## src/rtl/sign_pkg.sv

```systemverilog
// Shared types and defaults for the sign decoder slice.
// Holds the buffer state encoding and the buffered entry layout.
package sign_pkg;

  localparam int WIDTH_DEF = 8;
  localparam int CNT_W_DEF = 8;

  typedef enum logic [1:0] {
    EMPTY = 2'd0,
    ONE   = 2'd1,
    FULL  = 2'd2
  } state_t;

  typedef struct packed {
    logic sign;
    logic err;
  } entry_t;

endpackage

```

## src/rtl/sign_skid_buffer.sv

```systemverilog
// Two-entry FIFO of decoded sign entries.
// Input ready comes from state only, never from the consumer.
module sign_skid_buffer
  import sign_pkg::*;
(
  input  logic   clk,
  input  logic   rst,
  input  logic   in_valid,
  input  entry_t in_data,
  output logic   in_ready,
  output logic   out_valid,
  output entry_t out_data,
  input  logic   out_ready
);

  state_t state, state_nx;
  entry_t head, tail;
  logic   push, pop;

  assign push = in_valid && in_ready;
  assign pop  = out_valid && out_ready;

  always_ff @(posedge clk) begin
    if (rst) begin
      state <= EMPTY;
      head  <= '0;
      tail  <= '0;
    end else begin
      state <= state_nx;
      unique case (state)
        EMPTY: if (push) head <= in_data;
        ONE: begin
          if (push && pop) head <= in_data;
          else if (push)   tail <= in_data;
        end
        FULL: if (pop) head <= tail;
        default: ;
      endcase
    end
  end

  always_comb begin
    state_nx = state;
    unique case (state)
      EMPTY: if (push) state_nx = ONE;
      ONE: begin
        if (push && !pop)      state_nx = FULL;
        else if (pop && !push) state_nx = EMPTY;
      end
      FULL: if (pop) state_nx = ONE;
      default: state_nx = EMPTY;
    endcase
  end

  always_comb begin
    in_ready  = (state != FULL);
    out_valid = (state == ONE) || (state == FULL);
    out_data  = out_valid ? head : '0;
  end

endmodule

```

## src/rtl/sign_decoder.sv

```systemverilog
// Sign word decoder: flags malformed words, buffers entries,
// and keeps a saturating count of malformed words accepted.
module sign_decoder
  import sign_pkg::*;
#(
  parameter int WIDTH = WIDTH_DEF,
  parameter int CNT_W = CNT_W_DEF
) (
  input  logic             clk,
  input  logic             rst,
  input  logic             in_valid,
  input  logic [WIDTH-1:0] in_word,
  output logic             in_ready,
  output logic             out_valid,
  output logic             out_sign,
  output logic             out_err,
  input  logic             out_ready,
  output logic [CNT_W-1:0] err_count,
  input  logic             err_clr
);

  entry_t in_ent, out_ent;
  logic   push;

  assign in_ent.sign = in_word[0];
  assign in_ent.err  = |in_word[WIDTH-1:1];
  assign push        = in_valid && in_ready;

  sign_skid_buffer u_buf (
    .clk       (clk),
    .rst       (rst),
    .in_valid  (in_valid),
    .in_data   (in_ent),
    .in_ready  (in_ready),
    .out_valid (out_valid),
    .out_data  (out_ent),
    .out_ready (out_ready)
  );

  assign out_sign = out_ent.sign;
  assign out_err  = out_ent.err;

  // clear wins over a same-cycle increment
  always_ff @(posedge clk) begin
    if (rst || err_clr)
      err_count <= '0;
    else if (push && in_ent.err && (err_count != '1))
      err_count <= err_count + 1'b1;
  end

endmodule

```

## config.mk

```make
export PLATFORM = sky130hd
export DESIGN_NAME = sign_decoder
export DESIGN_NICKNAME = d
export VERILOG_FILES = /design/src/rtl/sign_pkg.sv /design/src/rtl/sign_skid_buffer.sv /design/src/rtl/sign_decoder.sv
export SDC_FILE = /design/constraint.sdc
export NUM_CORES = 1
export LEC_CHECK = 0
export ABC_AREA = 1
export BUFFER_PORTS_ARGS = -buffer_cell sky130_fd_sc_hd__buf_2
export CORE_MARGIN = 2
export CORE_UTILIZATION = 53
export CTS_CLUSTER_SIZE = 30
export DETAILED_ROUTE_END_ITERATION = 6
export PLACE_DENSITY = 0.77
export SYNTH_ARGS = -nofsm -noshare
export SYNTH_HDL_FRONTEND = slang
export SYNTH_HIERARCHICAL = 1
export SYNTH_SLANG_ARGS = --single-unit
export TNS_END_PERCENT = 50
```

## constraint.sdc

```tcl
create_clock -name clk -period 1.8 [get_ports clk]
set_input_delay 0.09 -clock clk [delete_from_list [all_inputs] [get_ports clk]]
set_output_delay 0.09 -clock clk [all_outputs]
set_load 0.005 [all_outputs]
```

### Yosys cells after proc, flatten, opt, wreduce, memory -nomap -nowiden

Cells that the tools add are included.

* add/sub/neg operators: 1
* equality and inequality tests: 8
* mux-type cells: 10
* bitwise logic cells: 1
* reductions and logical operators: 17

Operator list (count)
* $mux 2: 8
* $pmux 2 s3: 2
* $add 8x1->8 const B: 1
* $ne 8x8->1 const B: 1
* $logic_and 1x1->1: 7
* $reduce_or 7->1: 1
* $reduce_and 3->1: 2
* $ne 2x1->1 const B: 2
* $ne 2x2->1 const B: 2
* $reduce_and 4->1: 1
* $ne 3x1->1 const B: 1
* $reduce_bool 3->1: 1
* $eq 2x1->1 const B: 1
* $eq 2x2->1 const B: 1
* $logic_not 1->1: 2
* $logic_not 2->1: 1
* $logic_or 1x1->1: 2
* $not 1->1: 1

* flip-flop bits (word level): 14
* logic and storage cells: 43

### Logic depth before layout (Yosys ltp)

Gate-level depths: netlist of the first run.

* depth after elaboration: 7
* mapped depth: 12
* mapped depth without buffers: 12

### By module

Netlist of the first run, hierarchy kept.

Modules (own cells, without submodules)
* sign_decoder: times used 1, cells an instance 104, area an instance 601.8 sq um, sequential area each 160.2 sq um
* sign_skid_buffer: times used 1, cells an instance 66, area an instance 478.0 sq um, sequential area each 120.1 sq um

### Worst setup path before layout of the first run

Ideal clock, no wire load.

* path kind: register to register
* from: reg u_buf.state[0]
* to: reg u_buf.state[1]
* arrival: 1552 ps
* data required time: 1686 ps
* path slack: 134 ps
* cell stages (with the launch flop): 11
* cells stage by stage: dfxtp_1 -> inv_1 -> ha_1 -> nand2_1 -> ha_1 -> nand2_2 -> nand2_2 -> a21oi_4 -> nand2_1 -> nand2_1 -> nor2_2

* longest elaborated chain between the ends: 7
* elaborated cells on any way between the ends: 17

RTL lines
* start, declared: RTL line sign_skid_buffer.sv:16 `state_t state, state_nx;`
* start signal, assigned: RTL line sign_skid_buffer.sv:29 `state <= state_nx;`
* $eq 2x1->1 or $eq 2x2->1 (tied branches): RTL line sign_skid_buffer.sv:57 `out_valid = (state == ONE) || (state == FULL);`
* $logic_or 1x1->1 (*): RTL line sign_skid_buffer.sv:57
* net out_valid: RTL line sign_decoder.sv:14 `output logic out_valid,`
* $logic_and 1x1->1 (*): RTL line sign_skid_buffer.sv:21 `assign pop = out_valid && out_ready;`
* $logic_not 1->1: RTL line sign_skid_buffer.sv:47 `if (push && !pop) state_nx = FULL;`
* $logic_and 1x1->1: RTL line sign_skid_buffer.sv:47
* $ne 3x1->1 (no source line) or $mux 2 (tied branches)
* $reduce_and 3->1 (no source line) or $pmux 2 s3 (tied branches)

Mark *: on every way through the listed nets, which the timed path passes. The rest lies on a longest branch.
A chain may end at the register's enable or synchronous reset.

### Worst setup path after layout of the first run

* from: reg u_buf.state[0]
* to: reg u_buf.state[1]

* longest elaborated chain between the ends: 7
* elaborated cells on any way between the ends: 17

RTL lines (RTL line)
* $eq 2x1->1 or $eq 2x2->1 (tied branches): sign_skid_buffer.sv:44, sign_skid_buffer.sv:57
* $logic_or 1x1->1: sign_skid_buffer.sv:57
* $logic_and 1x1->1: sign_skid_buffer.sv:21
* $logic_not 1->1: sign_skid_buffer.sv:47
* $logic_and 1x1->1: sign_skid_buffer.sv:47
* $ne 3x1->1 (no source line) or $mux 2 (tied branches)
* $reduce_and 3->1 (no source line) or $pmux 2 s3 (tied branches)

Several ways; a longest one is shown, not always the timed one.

==> results of run 1 <==
-- report_power, final --
part | switching [mW] | total (mW) | internal, mW
logic | 0.360 | 0.628 | 0.268
registers | 0.0493 | 0.424 | 0.374
clock network | 0.104 | 0.182 | 0.0778
total | 0.514 | 1.23 | 0.720
-- logic make-up after synthesis --
group | share of synthesized area, %
DFF | 26.0
AOI/OAI and AO/OA | 6.26
buffers and inverters | 13.4
xor gates and xnor gates | 2.43
adders and majority gates | 10.4
and+or+nand+nor | 41.5
-- timing repair --
| action | in CTS | in global routing |
|---|---|---|
| setup endpoints to repair | 1 | 4 |
| hold buffers | 0 | 0 |
| pin swaps | 0 | 0 |
| gates resized for setup | 1 | 2 |
| setup buffers | 0 | 0 |
| endpoints found under the hold margin | 0 | 0 |
-- routing by layer --
layer / part of all wire [%] / GRT usage [%]
met4: 1.3 / 5.71
met1: 45 / 27.3
met5: 0 / 0
met3: 4.0 / 3.68
met2: 50 / 36.5
-- Yosys cell counts, drive strengths merged --
library cell and number:
ha 9, o21bai 1, o21ai 5, nand3 9
xnor2 1, xor2 2, nand4 1, nor2 33
clkinv 2, dfxtp 14, nand2 52, nor3 1
a21oi 4, inv 36
-- layout make-up --
| type | count | area [sq um] |
|---|---|---|
| clock buffers | 3 | 22.5 |
| fillers | 211 | 662 |
| multi-input cells | 118 | 667 |
| inverters | 38 | 145 |
| flip-flops and latches | 14 | 284 |
| repair buffers | 25 | 128 |
| well taps | 27 | 33.8 |
-- path summary, 6_finish.rpt --
| kind | endpoint | cells after the start | slack [ns] |
|---|---|---|---|
| worst max-delay path | u_buf/state[1] | 12 | 0.14 |
| worst min-delay path | u_buf/tail[1] | 3 | 0.09 |
| worst max register to register | u_buf/state[1] | 12 | 0.14 |
| worst min register to register | u_buf/head[1] | 4 | 0.51 |
-- state kept, by name (all words and copies together), names as in the netlist --
register / count
err_count: 8
u_buf/head: 2
u_buf/state: 2
u_buf/tail: 2
-- per-stage QoR --
stage,cell area [sq um],cells
floorplan,1080,170
global placement,1240,222
detailed placement,1240,222
CTS,1260,225
global route,1280,225
finish,1280,225
-- critical path, cell delays in order (launching register included) --
cell,delay (ns)
dfxtp_1,0.31
inv_1,0.13
ha_1,0.18
inv_2,0.05
nand2_4,0.08
inv_2,0.05
ha_1,0.29
nand2_2,0.07
nand2_2,0.06
a21oi_4,0.14
nand2_1,0.07
nand2_1,0.07
nor2_2,0.03
==> results by group, run 1 <==
Status
  – Run status: finished, final reports clean

Timing
  – Final Setup Violations: 0
  – Final setup margin: 0.138 ns
  – Final period utilization: 92.3%
  – Max Clock Skew: 0.0106 ns
  – Final hold viol count: 0
  – Fin crit period: 1.66 ns
  – Relative slew slack: 62.8%
  – Fmax achieved: 602 MHz
  – RSZ-0062 raised after global routing: no
  – Final hold slack: 0.0864 ns
  – Slew @ Worst Pin: 0.555 ns
  – Setup TNS: 0 ns
  – Fin. max-slew vios: 0

Worst setup path
  – Crit path from: u_buf/state[0]
  – CP endpoint kind: flop
  – Crit path max fanout: 4
  – Worst Path Required: 1.98 ns
  – Critical path launch point type: flop
  – Worst path arrival time: 1.84 ns
  – Critical path class: reg -> reg
  – Worst r2r src: u_buf/state[0]

Clock tree
  – CTS sink count: 14
  – # H-tree levels: 1
  – Max Root-Sink Buffers: 2
  – Clock slew at reported path FFs: 0.08 ns
  – Clk Latency, worst-skew pair: 0.29 ns
  – CTS tree: yes
  – CTS Buf Count: 3
  – Clock root buffer: clkbuf_4

Cells and area
  – Post-layout util: 65.9%
  – Commonest non-fill, non-tap cell in the layout: nand2_1
  – Proportion of layout cells with a drive suffix above 1: 25.8%
  – Commonest cells after routing, fill and taps aside: nand2_1, inv_1, nor2_1
  – Area growth syn-to-layout: 18.5%
  – Net count, final: 222
  – ANT cells: 0

Floorplanning
  – Initial Util: 55.6%
  – Core Box Area: 1940 sq um
  – # IOs: 25
  – Row cnt: 16
  – Die X: 49.1 um
  – Die Y-Extent: 49.1 um
  – DIE AREA: 2410 sq um

Placed design
  – IO Port Bufs: 24
  – Post-Place Setup Slack: 0.0110 ns
  – Post-DP HPWL: 1830 um
  – Gpl congestion: 0.846

Synth
  – Sequential fraction of the synthesis area: 26.0%
  – Area contributors post-synth: dfxtp_1, nand2_1, inv_1
  – Mapped Area: 1080 sq um
  – Total nets after synthesis: 192
  – Yosys warns: 6
  – Syn Area/Cell: 6.35 sq um
  – Mapped Cells: 170
  – #FFs+latches synth: 14
  – Area leader, netlist: dfxtp_1
  – Share of the synthesized area in the top cell type: 26.0%
  – Netlist cell types: 25

Route
  – Final ANT Viol Nets: 0
  – DRT Pass-1 Iters: 4
  – DRC errors left: 0
  – Average wire per cell in the routed design: 10.0 um
  – First-iteration detailed-routing DRC count: 14
  – Vias per cell: 4.76
  – Routed via count: 1072
  – Total wire length: 2250 um

Global route
  – First-pass GRT wire length: 4020 um
  – Initial antenna violation count: 0
  – Vias in the first global route: 996
  – Largest net degree at the start of global routing: 11
  – Overflow after GRT: 0
  – GR Util All Layers: 21.2%

Power and ir drop
  – Final Power: 1.23 mW
  – Pwr Density: 964 nW/um^2
  – Peak supply drop: 0.000744 V
  – LEAKAGE: 0.732 nW

Job
  – Max Cap Viol: 0

Worst hold path
  – Min-Delay Startpoint: in_word[0]
  – Min-delay worst type: in -> reg
(Power assumes the default switching activity.)
==> run 2: changes to the inputs <==
--- a/config.mk
+++ b/config.mk
@@ -12,6 +12,8 @@
 export CTS_CLUSTER_SIZE = 30
 export DETAILED_ROUTE_END_ITERATION = 6
 export PLACE_DENSITY = 0.77
+export RECOVER_POWER = 50
+export REMOVE_ABC_BUFFERS = 1
 export SYNTH_ARGS = -nofsm -noshare
 export SYNTH_HDL_FRONTEND = slang
 export SYNTH_HIERARCHICAL = 1
==> run 2 against run 1 <==
Compared with the run above: die area is the same; core utilization down 0.13 points; sequential cell count stayed put; register-to-register slack is essentially flat; critical endpoint unchanged; highest routed layer unchanged.
==> results by group, run 2 (synthesis gave the netlist of run 1 again) <==
Power and ir drop
  – Switch share: 41.7%
  – NetSw: 0.514 mW
  – Clk pwr share: 14.8%
  – Combinational Power Share: 50.9%
  – Peak supply drop: 0.000744 V
  – LEAKAGE: 0.724 nW
  – Sequential Power Share: 34.4%
  – Pwr Density: 965 nW/um^2
  – Total internal power: 0.719 mW

Clock tree
  – Total setup buffers inserted after CTS: 0
  – Clk Latency, worst-skew pair: 0.29 ns
  – Clock slew at reported path FFs: 0.08 ns
  – CTS Buf Count: 3
  – Max Root-Sink Buffers: 2
  – # H-tree levels: 1
  – Clock root buffer: clkbuf_4
  – CTS sink count: 14
  – CTS Hold Bufs: 0
  – CTS tree: yes

Global route
  – Initial antenna violation count: 0
  – First-pass GRT wire length: 4020 um
  – GR Util All Layers: 21.2%
  – Overflow after GRT: 0
  – Vias in the first global route: 996
  – Largest net degree at the start of global routing: 11

Floorplanning
  – Core Box Area: 1940 sq um
  – Row cnt: 16
  – Initial Util: 55.6%
  – Die X: 49.1 um
  – # IOs: 25
  – Die Y-Extent: 49.1 um
  – DIE AREA: 2410 sq um

Timing
  – Final hold slack: 0.0864 ns
  – Relative slew slack: 62.9%
  – Fin crit period: 1.66 ns
  – Fmax achieved: 602 MHz
  – Final Setup Violations: 0
  – Setup TNS: 0 ns
  – Final hold viol count: 0
  – Final period utilization: 92.3%
  – RSZ-0062 raised after global routing: no
  – Fin. max-slew vios: 0
  – Slew @ Worst Pin: 0.555 ns
  – Max Clock Skew: 0.0107 ns

Cells and area
  – ANT cells: 0
  – Number of flip-flops in the largest register: 8
  – Net count, final: 222
  – Top reg by flops: err_count
  – Proportion of layout cells with a drive suffix above 1: 24.7%
  – Commonest cells after routing, fill and taps aside: nand2_1, inv_1, nor2_1
  – Area growth syn-to-layout: 18.3%
  – Commonest non-fill, non-tap cell in the layout: nand2_1

Route
  – Vias per cell: 4.76
  – First-iteration detailed-routing DRC count: 14
  – DRT Pass-1 Iters: 4
  – Total wire length: 2250 um
  – Final ANT Viol Nets: 0
  – DRC errors left: 0
  – Average wire per cell in the routed design: 9.99 um
  – Routed via count: 1072

Worst setup path
  – Family with the most delay on the worst path: adder cells
  – Critical path class: reg -> reg
  – Sum of buffers and inverters on the critical path: 3
  – Worst path max stage delay: 0.31 ns
  – Critical-path cell with the highest stage delay: dfxtp_1
  – CP endpoint kind: flop
  – Worst-path cell chain: inv_1, ha_1, inv_2, nand2_4, inv_2, ha_1, nand2_2, nand2_2, a21oi_4, nand2_1, nand2_1, nor2_2
  – Critical path launch point type: flop
  – Crit path max fanout: 4
  – Worst path arrival time: 1.84 ns
  – Worst Path Required: 1.98 ns

Status
  – Run status: finished, final reports clean

Job
  – Max Cap Viol: 0

Placed design
  – Gpl congestion: 0.846
  – IO Port Bufs: 24
  – Post-DP HPWL: 1830 um

Worst hold path
  – Min-delay worst type: in -> reg
==> run 2: stage by stage <==
stage / instance area (sq um) / std cells / utilization (%) / worst slack (ns) / total power, mW
after floorplan: 1080 / 170 / - / 0.134 / 0.860
after global placement: 1240 / 222 / 63.9 / 0.108 / 0.994
after detailed placement: 1240 / 222 / 63.9 / 0.0110 / 1.02
after CTS: 1260 / 225 / 65.1 / 0.0739 / 1.21
after global routing: 1280 / 225 / 65.8 / 0.0255 / 1.36
final: 1280 / 225 / 65.8 / 0.138 / 1.23
==> run 2: path summary, 6_finish.rpt <==
kind / from / end / slack, ns / cells past startpoint
worst max register to register: u_buf/state[0] / u_buf/state[1] / 0.14 / 12
worst min register to register: u_buf/head[1] / u_buf/head[1] / 0.51 / 4
worst min-delay path: in_word[0] / u_buf/tail[1] / 0.09 / 3
worst max-delay path: u_buf/state[0] / u_buf/state[1] / 0.14 / 12
==> run 2: routing by layer <==
metal  vias to the layer above  share of wire (%)  track usage, %
li1                        560                  -               -
met1                       483                 45            27.3
met2                        23                 50            36.5
met3                         6                4.1            3.68
met4                         0                1.3            5.71
met5                         -                  0               0
==> run 2: cell type report <==
cell class / instances / area, sq um
multi-input cells: 118 / 667
fillers: 211 / 664
flip-flops and latches: 14 / 284
inverters: 38 / 145
repair buffers: 25 / 125
well taps: 27 / 33.8
clock buffers: 3 / 22.5
==> run 2: power by group through the flow <==
stage	registers (mW)	clock network (mW)	logic [mW]
floorplan	0.425	0	0.435
global placement	0.423	0	0.571
detailed placement	0.426	0	0.596
CTS	0.422	0.183	0.602
global route	0.434	0.203	0.720
finish	0.424	0.182	0.627
==> run 2: worst reg2reg max path, stage by stage, from the launching register on <==
cell and delay (ns):
dfxtp_1 0.31, inv_1 0.13, ha_1 0.18, inv_2 0.05, nand2_4 0.08, inv_2 0.05, ha_1 0.29, nand2_2 0.07
nand2_2 0.06, a21oi_4 0.14, nand2_1 0.07, nand2_1 0.07, nor2_2 0.03
==> run 2: repair_timing <==
action,CTS,global route
setup endpoints to repair,1,4
pin swaps,0,0
gates resized for setup,1,2
cloned,0,0
==> run 3: changes to the inputs <==
--- a/config.mk
+++ b/config.mk
@@ -8,12 +8,13 @@
 export ABC_AREA = 1
 export BUFFER_PORTS_ARGS = -buffer_cell sky130_fd_sc_hd__buf_2
 export CORE_MARGIN = 2
-export CORE_UTILIZATION = 53
+export CORE_UTILIZATION = 45
 export CTS_CLUSTER_SIZE = 30
 export DETAILED_ROUTE_END_ITERATION = 6
-export PLACE_DENSITY = 0.77
+export PLACE_DENSITY = 0.67
 export RECOVER_POWER = 50
 export REMOVE_ABC_BUFFERS = 1
+export SLEW_MARGIN = 20
 export SYNTH_ARGS = -nofsm -noshare
 export SYNTH_HDL_FRONTEND = slang
 export SYNTH_HIERARCHICAL = 1
==> run 3 against run 2 <==
Compared with the run above: power down 1.9%; critical path depth down 2; sequential share of layout area up 0.066 points; non-clock buffer count unchanged; setup slack worse by 0.0079 ns; count of clock-buffer cells in the layout unchanged; worst hold slack worse by 0.024 ns; clock power down 4%; core utilization down 9.3 points; first-iteration DRC count down 43%; cell count up 0.44%.
==> results by group, run 3 (synthesis gave the netlist of run 1 again) <==
Clock tree
  – Clk Latency, worst-skew pair: 0.28 ns
  – CTS Hold Bufs: 0
  – Clock slew at reported path FFs: 0.08 ns
  – CTS Buf Count: 3
  – # H-tree levels: 1
  – Total setup buffers inserted after CTS: 0
  – Clock root buffer: clkbuf_4
  – CTS tree: yes
  – Max Root-Sink Buffers: 2
  – CTS sink count: 14

Worst setup path
  – Crit path from: u_buf/state[1]
  – Worst Path Required: 1.97 ns
  – Worst path arrival time: 1.84 ns
  – Critical path class: reg -> reg
  – Worst r2r src: u_buf/state[1]
  – Family with the most delay on the worst path: adder cells
  – Critical path launch point type: flop
  – Reg2reg setup slack: 0.13 ns
  – Crit path max fanout: 6
  – Critical-path cell with the highest stage delay: dfxtp_2
  – Sum of buffers and inverters on the critical path: 1
  – Top cell by count, worst path: nand2_1
  – Worst path max stage delay: 0.38 ns
  – CP endpoint kind: flop
  – Worst-path cell chain: inv_1, ha_4, nand2_1, ha_1, nand2_2, nand2_2, a21oi_4, nand2_1, nand2_1, nor2_2

Timing
  – Setup TNS: 0 ns
  – RSZ-0062 raised after global routing: no
  – Final period utilization: 92.8%
  – Final Setup Violations: 0
  – Fin crit period: 1.67 ns
  – Fmax achieved: 599 MHz
  – Final hold viol count: 0
  – Relative slew slack: 63.9%
  – Fin. max-slew vios: 0
  – Max Clock Skew: 0.00656 ns
  – Slew @ Worst Pin: 0.539 ns
  – Final setup margin: 0.130 ns

Floorplanning
  – # IOs: 25
  – Row cnt: 17
  – Initial Util: 48.3%
  – Core Box Area: 2230 sq um
  – Die Y-Extent: 53.0 um
  – DIE AREA: 2810 sq um
  – Die X: 53.0 um

Cells and area
  – Net count, final: 222
  – Post-layout util: 56.5%
  – Top reg by flops: err_count
  – Area growth syn-to-layout: 16.9%
  – Proportion of layout cells with a drive suffix above 1: 23.7%
  – Number of flip-flops in the largest register: 8
  – ANT cells: 0
  – Commonest cells after routing, fill and taps aside: nand2_1, inv_1, nor2_1
  – Commonest non-fill, non-tap cell in the layout: nand2_1

Route
  – Met2 wire len: 947 um
  – Highest routed layer: met4
  – DRC errors left: 0
  – Final ANT Viol Nets: 0
  – Total wire length: 2130 um
  – Wire length on met1: 1070 um
  – DRT Pass-1 Iters: 4
  – Average wire per cell in the routed design: 9.44 um
  – Vias per cell: 4.59
  – Met3 routed WL: 103 um
  – Routed via count: 1038
  – First-iteration detailed-routing DRC count: 8

Global route
  – GR Util All Layers: 17.4%
  – Initial antenna violation count: 0
  – Overflow after GRT: 0
  – Largest net degree at the start of global routing: 11
  – First-pass GRT wire length: 3640 um
  – Vias in the first global route: 974

Power and ir drop
  – Sequential Power Share: 34.7%
  – Total internal power: 0.715 mW
  – Pwr Density: 958 nW/um^2
  – Clk pwr share: 14.5%
  – NetSw: 0.495 mW
  – LEAKAGE: 0.715 nW
  – Combinational Power Share: 50.8%
  – Peak supply drop: 0.000828 V
  – Switch share: 40.9%

Placed design
  – Post-Place Setup Slack: 0.0100 ns
  – Post-DP HPWL: 1710 um
  – IO Port Bufs: 24
  – Gpl congestion: 0.794

Job
  – Max Cap Viol: 0

Status
  – Run status: finished, final reports clean

Worst hold path
  – Min-Delay Startpoint: in_word[0]
  – Min-delay worst type: in -> reg
## run 3: changes by cell type in the layout (fill, tap and decap cells not counted), sizes merged
cell / before / now
buf: 23 / 22
clkbuf: 5 / 6
## run 3: routing by layer
layer	track usage, %	vias up
met5	0	-
li1	-	560
met4	6.41	0
met2	30.4	24
met3	3.67	2
met1	20.9	452
## run 3: final timing paths
path | endpoint | depth (start not counted)
min | u_buf/tail[1] | 3
max | u_buf/state[1] | 10
min reg2reg | u_buf/tail[0] | 2
max reg2reg | u_buf/state[1] | 10
## run 3: through the flow
stage          cell area [sq um]  hold WS (ns)  cells  power [mW]
2_1_floorplan               1080         0.233    170       0.860
3_3_place_gp                1240         0.342    223       0.999
3_5_place_dp                1240         0.350    223        1.02
4_1_cts                     1270        0.0510    226        1.20
5_1_grt                     1260        0.0783    226        1.33
6_report                    1260        0.0621    226        1.21
## run 3: what timing repair did
action                     CTS  global route
pin swaps                    0             0
gates resized for setup      1             1
setup endpoints to repair    1             2
## run 3: area by class of cell
type | count | area [sq um]
clock buffer | 3 | 22.5
fill | 249 | 971
inverter | 38 | 145
multi-input combinational | 118 | 654
sequential | 14 | 282
tap | 28 | 35.0
timing repair buffer | 25 | 124
## run 3: power groups by stage
stage	Sequential (mW)	Combinational, mW	Clock (mW)
5_1_grt	0.429	0.700	0.200
2_1_floorplan	0.425	0.435	0
3_5_place_dp	0.426	0.590	0
4_1_cts	0.420	0.594	0.189
3_3_place_gp	0.423	0.576	0
6_report	0.420	0.615	0.175
## run 3: worst register-to-register path, stage by stage (launching register included)
cell     delay (ns)
dfxtp_2        0.38
inv_1          0.09
ha_4           0.29
nand2_1        0.07
ha_1           0.29
nand2_2        0.08
nand2_2        0.06
a21oi_4        0.14
nand2_1        0.06
nand2_1        0.07
nor2_2         0.03
